File: config.mk
export PLATFORM = sky130hd
export DESIGN_NAME = layer_sequencer
export DESIGN_NICKNAME = d
export VERILOG_FILES = /design/src/rtl/layer_sequencer.sv
export SDC_FILE = /design/constraint.sdc
export NUM_CORES = 1
export LEC_CHECK = 0
export BUFFER_PORTS_ARGS = -buffer_cell sky130_fd_sc_hd__buf_2
export CORE_AREA = 2 2 170 172
export DETAILED_ROUTE_END_ITERATION = 8
export DIE_AREA = 0 0 172 174
export GPL_ROUTABILITY_DRIVEN = 0
export PLACE_DENSITY = 0.75
export SLEW_MARGIN = 20
export SYNTH_ARGS = -nofsm -noshare
export SYNTH_HDL_FRONTEND = slang
export SYNTH_SLANG_ARGS = --single-unit
File: constraint.sdc
create_clock -name clk -period 4.2 [get_ports clk]
set_input_delay 0.63 -clock clk [delete_from_list [all_inputs] [get_ports clk]]
set_output_delay 0.63 -clock clk [all_outputs]
set_load 0.01 [all_outputs]
File: src/rtl/layer_sequencer.sv
// layer_sequencer: streams one dense layer's weights/inputs through a MAC,
// adds bias, optional ReLU, saturates to 32 bits and emits one result per neuron.
module layer_sequencer #(
  parameter int N_IN  = 8,
  parameter int N_OUT = 4,
  localparam int WAW = ($clog2(N_IN*N_OUT) > 1) ? $clog2(N_IN*N_OUT) : 1,
  localparam int XAW = ($clog2(N_IN) > 1) ? $clog2(N_IN) : 1,
  localparam int BAW = ($clog2(N_OUT) > 1) ? $clog2(N_OUT) : 1
) (
  input  logic                clk,
  input  logic                rstn,
  input  logic                start,
  input  logic                abort,
  input  logic                relu_en,
  output logic                rd_en,
  output logic [WAW-1:0]      w_addr,
  output logic [XAW-1:0]      x_addr,
  input  logic signed [15:0]  w_data,
  input  logic signed [15:0]  x_data,
  output logic                b_rd_en,
  output logic [BAW-1:0]      b_addr,
  input  logic signed [15:0]  b_data,
  output logic                out_valid,
  output logic [BAW-1:0]      out_idx,
  output logic signed [31:0]  out_data,
  output logic                busy,
  output logic                done
);

  localparam int KW  = $clog2(N_IN + 1);
  localparam int ACW = 32 + $clog2(N_IN) + 1;
  localparam logic [KW-1:0]  K_LAST = KW'(N_IN);
  localparam logic [BAW-1:0] N_LAST = BAW'(N_OUT - 1);

  typedef enum logic [1:0] {
    IDLE = 2'd0,
    RUN  = 2'd1,
    WB   = 2'd2
  } state_t;

  state_t state_q, state_d;
  logic [BAW-1:0] n_q, n_d;
  logic [KW-1:0]  k_q, k_d;
  logic [ACW-1:0] acc_q, acc_d;
  logic           relu_q, relu_d;
  logic           rdv_q;
  logic           ov_q, ov_d;
  logic           done_q, done_d;
  logic [31:0]    od_q, od_d;
  logic [BAW-1:0] oi_q, oi_d;

  logic signed [31:0] prod;
  logic [ACW:0]       sum;
  logic [ACW-31:0]    hi;
  logic [31:0]        sat;

  assign prod = w_data * x_data;

  // bias add, optional ReLU, then clamp to the signed 32-bit range
  always_comb begin
    sum = {acc_q[ACW-1], acc_q}
        + {{(ACW + 1 - 16){b_data[15]}}, b_data};
    if (relu_q && sum[ACW]) begin
      sum = '0;
    end
    hi = sum[ACW:31];
    if ((&hi) || (~|hi)) begin
      sat = sum[31:0];
    end else if (sum[ACW]) begin
      sat = 32'h8000_0000;
    end else begin
      sat = 32'h7FFF_FFFF;
    end
  end

  // next-state, SRAM strobes/addresses and result capture
  always_comb begin
    state_d = state_q;
    n_d     = n_q;
    k_d     = k_q;
    acc_d   = acc_q;
    relu_d  = relu_q;
    ov_d    = 1'b0;
    done_d  = 1'b0;
    od_d    = od_q;
    oi_d    = oi_q;
    rd_en   = 1'b0;
    b_rd_en = 1'b0;
    w_addr  = '0;
    x_addr  = '0;
    b_addr  = '0;
    unique case (state_q)
      IDLE: begin
        if (!abort && start) begin
          state_d = RUN;
          n_d     = '0;
          k_d     = '0;
          relu_d  = relu_en;
        end
      end
      RUN: begin
        if (k_q < K_LAST) begin
          rd_en  = 1'b1;
          w_addr = WAW'(int'(n_q) * N_IN + int'(k_q));
          x_addr = XAW'(k_q);
        end else begin
          b_rd_en = 1'b1;
          b_addr  = n_q;
        end
        if (k_q == '0) begin
          acc_d = '0;
        end else if (rdv_q) begin
          acc_d = acc_q + {{(ACW - 32){prod[31]}}, prod};
        end
        if (abort) begin
          state_d = IDLE;
        end else if (k_q == K_LAST) begin
          state_d = WB;
        end else begin
          k_d = k_q + KW'(1);
        end
      end
      WB: begin
        if (abort) begin
          state_d = IDLE;
        end else begin
          ov_d = 1'b1;
          od_d = sat;
          oi_d = n_q;
          if (n_q == N_LAST) begin
            state_d = IDLE;
            done_d  = 1'b1;
          end else begin
            state_d = RUN;
            n_d     = n_q + BAW'(1);
            k_d     = '0;
          end
        end
      end
      default: state_d = IDLE;
    endcase
  end

  // state and datapath registers
  always_ff @(posedge clk or negedge rstn) begin
    if (!rstn) begin
      state_q <= IDLE;
      n_q     <= '0;
      k_q     <= '0;
      acc_q   <= '0;
      relu_q  <= 1'b0;
      rdv_q   <= 1'b0;
      ov_q    <= 1'b0;
      done_q  <= 1'b0;
      od_q    <= '0;
      oi_q    <= '0;
    end else begin
      state_q <= state_d;
      n_q     <= n_d;
      k_q     <= k_d;
      acc_q   <= acc_d;
      relu_q  <= relu_d;
      rdv_q   <= rd_en;
      ov_q    <= ov_d;
      done_q  <= done_d;
      od_q    <= od_d;
      oi_q    <= oi_d;
    end
  end

  assign out_valid = ov_q;
  assign done      = done_q;
  assign out_data  = od_q;
  assign out_idx   = oi_q;
  assign busy      = (state_q != IDLE);

endmodule

After elaboration in Yosys (flattened, before gate mapping)
Index checks and enable logic that the tools add are counted.
W data, S select, Z words.
{"block": "totals", "ff_bits": 82, "inputBits": 53, "out_inout_bits": 49, "wordCells": 83}
{"block": "classes", "addsub": 5, "mul": 1, "n_lt_le_gt_ge": 1, "eq_ne": 10, "mux": 36, "bitwise": 1, "n_reduce_logical": 19}
{"op": "$mux W36", "count": 2}
{"op": "$mux W32", "count": 2}
{"op": "$add A36 B16 Y37", "count": 1}
{"op": "$mux W37", "count": 1}
{"op": "$add A36 B36 Y36", "count": 1}
{"op": "$mul A16 B16 Y32", "count": 1}
{"op": "$mux W4", "count": 5}
{"op": "$mux W2", "count": 8}
{"op": "$pmux W4 S3", "count": 1}
{"op": "$reduce_and A6 Y1", "count": 2}
{"op": "$mux W1", "count": 11}
{"op": "$mux W5", "count": 2}
{"op": "$ne A2 B2 Y1 const B", "count": 5}
{"op": "$reduce_and A2 Y1", "count": 4}
{"op": "$mux W3", "count": 2}
{"op": "$pmux W2 S3", "count": 1}
{"op": "$reduce_bool A2 Y1", "count": 3}
{"op": "$reduce_or A6 Y1", "count": 1}
{"op": "$add A5 B4 Y5", "count": 1}
{"op": "$add A4 B1 Y4 const B", "count": 1}
{"op": "$eq A2 B2 Y1 const B", "count": 2}
{"op": "$eq A4 B4 Y1 const B", "count": 1}
{"op": "$logic_not A4 Y1", "count": 1}
{"op": "$lt A4 B4 Y1 const B", "count": 1}
{"op": "other kinds (11)", "count": 13}

Longest topological paths before layout
{"block": "logic_depth", "ltp_word": 7, "depth_mapped": 37, "mapped_depth_nobuf": 36}

Least setup slack after synthesis
Ideal clock, no wire load.
{"block": "synth_path", "path_kind": "input to register", "start": "input port x_data[7]", "end": "register acc_q[35]", "setup_time_ps": 126, "arrival_ps": 8121, "t_required_ps": 4074, "path_slack_ps": -4047, "path_stages": 36, "path_buffers": 2, "cell_sequence": "clkbuf_1 > nand2_1 > fa_1 > inv_1 > fa_1 > inv_1 > fa_1 > inv_1 > fa_1 > fa_1 > inv_1 > fa_1 > inv_1 > ha_1 > a21oi_1 > o22ai_1 > nor2_1 > nand2_1 > a31oi_1 > a21o_1 > o21bai_1 > a21oi_1 > xnor2_1 > ha_1 > clkbuf_1 > nand3_1 > o21ai_1 > or3b_1 > a221o_1 > nor3b_1 > a21oi_1 > a41o_1 > o31a_1 > xnor2_1 > nor4_1 > a221o_1"}
{"block": "synth_between", "elab_chain_cells": 4}
{"item": "start: declaration", "line": "19", "rtl": "input logic signed [15:0] x_data,"}
{"item": "$mul A16 B16 Y32", "line": "57", "rtl": "assign prod = w_data * x_data;"}
{"item": "$add A36 B36 Y36", "line": "113", "rtl": "acc_d = acc_q + {{(ACW - 32){prod[31]}}, prod};"}
{"item": "$mux W36", "line": "112", "rtl": "end else if (rdv_q) begin"}
{"item": "$mux W36", "line": "110", "rtl": "if (k_q == '0) begin"}
{"item": "end signal: assignment", "line": "150", "rtl": "acc_q <= '0;"}
{"item": "end signal: assignment", "line": "161", "rtl": "acc_q <= acc_d;"}
{"item": "end: declaration", "line": "44", "rtl": "logic [ACW-1:0] acc_q, acc_d;"}
Every way passes these cells. The select of a mux whose other input is x is not followed.
A chain may end at the register's enable or synchronous reset.

Final worst setup path
{"block": "layout_path", "start": "input port x_data[4]", "end": "register acc_q[35]"}
The elaborated chain is that of the path after synthesis.

==> reports/results.ini <==
[outcome]
status = finished, violations left
failed_checks = negative setup slack

[layout]
fin_nets = 2651
num-fill-cells = 1895
area_growth_pct = 27.90
drive_gt1_share_pct = 28.31
stdcell_count = 2568
final_cell_area_um2 = 21320
fin_util_pct = 75.49

[die]
chipHeight_um = 174
start_util_pct = 59.02
ios = 102
fp.coreArea_um2 = 28240
die_x_um = 172
rows = 62
die_area_um2 = 29930

[place]
dpl-instance-area_um2 = 19700
hpwl_um = 33030
portBuffers = 101
placedCellCount = 2502

[route]
routed.top_layer = met4
drcViolationCount = 0
postRouteAntennaNets = 0
vias_per_cell = 5.634
first_iter_violations = 867
dr_total_vias = 14470
wl_per_cell_um = 16.65
met2_length_um = 23010
wl_met3_um = 1563
wirelength_um = 42760
wl_met1_um = 16930
drtPass1Iterations = 7

[timing]
drv_slew = 0
period_minus_slack_ps = 8157
finalCritPeriodShare_pct = 194.2
fin_skew_ps = 13.87
hold_violations = 0
worstMarginPinSlew_ps = 693.0
finalWorstSetupSlack_ps = -3957
slew_headroom_pct = 53.80
rsz0062_at_grt = true
setup_viol = 30
max_freq_ghz = 0.1226

[synthesis]
yosys_most_used_dff = dfrtp_1
syn_avg_cell_area_um2 = 9.157
yosysTopAreaCellShare_pct = 31.71
synth_cell_types = 86
syn_area_um2 = 16670
yosysSeqAreaShare_pct = 12.31
syn_inst = 1820
synth-edff-count = 0
synthArstFlopShare_pct = 100.0
synthTopCellsByArea = fa_1 32%, dfrtp_1 12%, ha_1 12%
syn_nets = 2293
synth_most_common_cell = inv_1
yosysTopAreaCell = fa_1
yosysWarnings = 0
synth.ff_latch_count = 82
synth_commonest_cells = 314 x inv_1, 264 x fa_1, 177 x nand2_1, 156 x ha_1, 126 x and2_1

[worst_setup_path]
r2r_slack_ps = 240
worstSetupEndpointType = flip-flop
arrival_ps = 8390
max_stage_delay_ps = 540
start_kind = input port
criticalPathCategory = input port to flip-flop
reg2regPathDepth = 14
cp_max_fo = 7
required_ps = 4430
cpMaxStageDelayCell = fa_1
r2r_end = out_data[15]
cp_common_cell = fa_1
r2r_start = acc_q[0]

[cts]
clock_latency_ps = 350
cts_tree = built
cts_made_buffers = 9
htreeDepth = 3
clock-sinks = 82
clk_pin_slew_worst_paths_ps = 70
clock_path_buffers = 2
clockRootBuffer = clkbuf_16

[grt]
grt_pass1_vias = 15230
grt_usage_pct = 28.37
overflow = 0
grt_start_max_net_pins = 53
grt_pass1_wl_um = 69590
antenna_found_initial = 1

[run]
max-cap-violations = 0

[min_path]
hold_path.class = input port to asynchronous set/reset pin

flip-flops by register name, summed over array words and instances, names as in the netlist:
| signal | count |
|---|---|
| state_q | 2 |
| out_valid | 1 |
| k_q | 4 |
| n_q | 2 |
| relu_q | 1 |
| rdv_q | 1 |
| acc_q | 36 |
| done | 1 |
| out_data | 32 |
| out_idx | 2 |
final cells by class:
class | instances | area [µm²] | area share [%]
clock buffers | 10 | 239.0 | 1.121
diodes | 1 | 2.502 | 0.01174
clock inverters | 6 | 63.81 | 0.2994
flip-flops and latches | 82 | 2052 | 9.627
repair buffers | 405 | 3243 | 15.21
well taps | 384 | 480.5 | 2.254
multi-input cells | 1365 | 14050 | 65.90
inverters | 315 | 1187 | 5.571
repair_timing:
item                                    in CTS  in global routing
buffers inserted                            31                 29
gates resized for setup                    134                 88
hold buffers                                 0                  0
endpoints found under the setup margin      32                 32
pin swaps                                   73                 96
cell families after synthesis:
| family | share of synthesized area (%) |
|---|---|
| and+or+nand+nor | 15.01 |
| adders and majority gates | 43.42 |
| buffers and inverters | 8.754 |
| AOI/OAI and AO/OA | 15.30 |
| xor gates and xnor gates | 4.940 |
| DFF | 12.31 |
| muxes | 0.2628 |
metal layers:
| metal | GRT usage (%) | up-vias |
|---|---|---|
| met2 | 51.99 | 398 |
| met3 | 2.231 | 109 |
| met1 | 35.98 | 7303 |
| li1 | - | 6659 |
| met5 | 0 | - |
| met4 | 7.388 | 0 |
worst max-delay path: cells and delay by family:
family / cells / cell delay (ps)
AO/OA/AOI/OAI: 11 / 1980
XOR/XNOR: 2 / 300
adder cells (fa/ha/maj): 8 / 3670
buffers and inverters: 6 / 430
AND/OR/NAND/NOR: 8 / 1370
stage by stage:
step / worst slack, ps / setup TNS, ps / hold WS [ps]
detailed placement: -4227 / -89880 / 458.3
CTS: -3776 / -76780 / 345.2
floorplan: -3734 / -69120 / 334.4
global placement: -4109 / -87650 / 453.5
global route: -4219 / -88780 / 380.4
finish: -3957 / -82320 / 321.5
layout by cell type, fill, tap and decap left out, types with 8 or more instances in the layout:
| cell type | synthesis | routed |
|---|---|---|
| o21bai_1 | 17 | 15 |
| a22o_1 | 26 | 26 |
| ha_4 | 0 | 25 |
| nor3_1 | 19 | 18 |
| dfrtp_1 | 82 | 82 |
| buf_4 | 3 | 252 |
| a21oi_1 | 70 | 50 |
| nand2_1 | 177 | 167 |
| o211ai_1 | 9 | 9 |
| nor2b_1 | 12 | 12 |
| fa_1 | 264 | 256 |
| nand2_2 | 0 | 8 |
| inv_1 | 314 | 291 |
| xnor2_2 | 0 | 10 |
| o21ai_1 | 3 | 9 |
| nand2b_1 | 23 | 23 |
| nand4_1 | 9 | 9 |
| clkbuf_16 | 0 | 9 |
| buf_12 | 0 | 14 |
| and2_4 | 0 | 22 |
| xor2_1 | 23 | 21 |
| and3_1 | 12 | 9 |
| a21o_1 | 48 | 48 |
| o21a_1 | 13 | 13 |
| o21ai_0 | 50 | 32 |
| xnor2_1 | 71 | 61 |
| nor2_1 | 70 | 64 |
| fa_2 | 0 | 8 |
| inv_2 | 1 | 22 |
| buf_6 | 3 | 48 |
| and2_1 | 126 | 104 |
| o221a_1 | 27 | 27 |
| ha_1 | 156 | 128 |
| buf_2 | 2 | 82 |
| nand3_1 | 23 | 22 |
| a21oi_2 | 4 | 21 |
how the worst max path moves through the flow:
stage               from   endpoint
4_1_cts        x_data[6]  acc_q[35]
3_5_place_dp   x_data[4]  acc_q[35]
5_1_grt        x_data[1]  acc_q[35]
2_1_floorplan  x_data[5]  acc_q[35]
6_report       x_data[4]  acc_q[35]
3_3_place_gp   x_data[4]  acc_q[35]
Power is not shown: default switching activity piles up to over one toggle a cycle in this logic, so the estimate is an artifact.
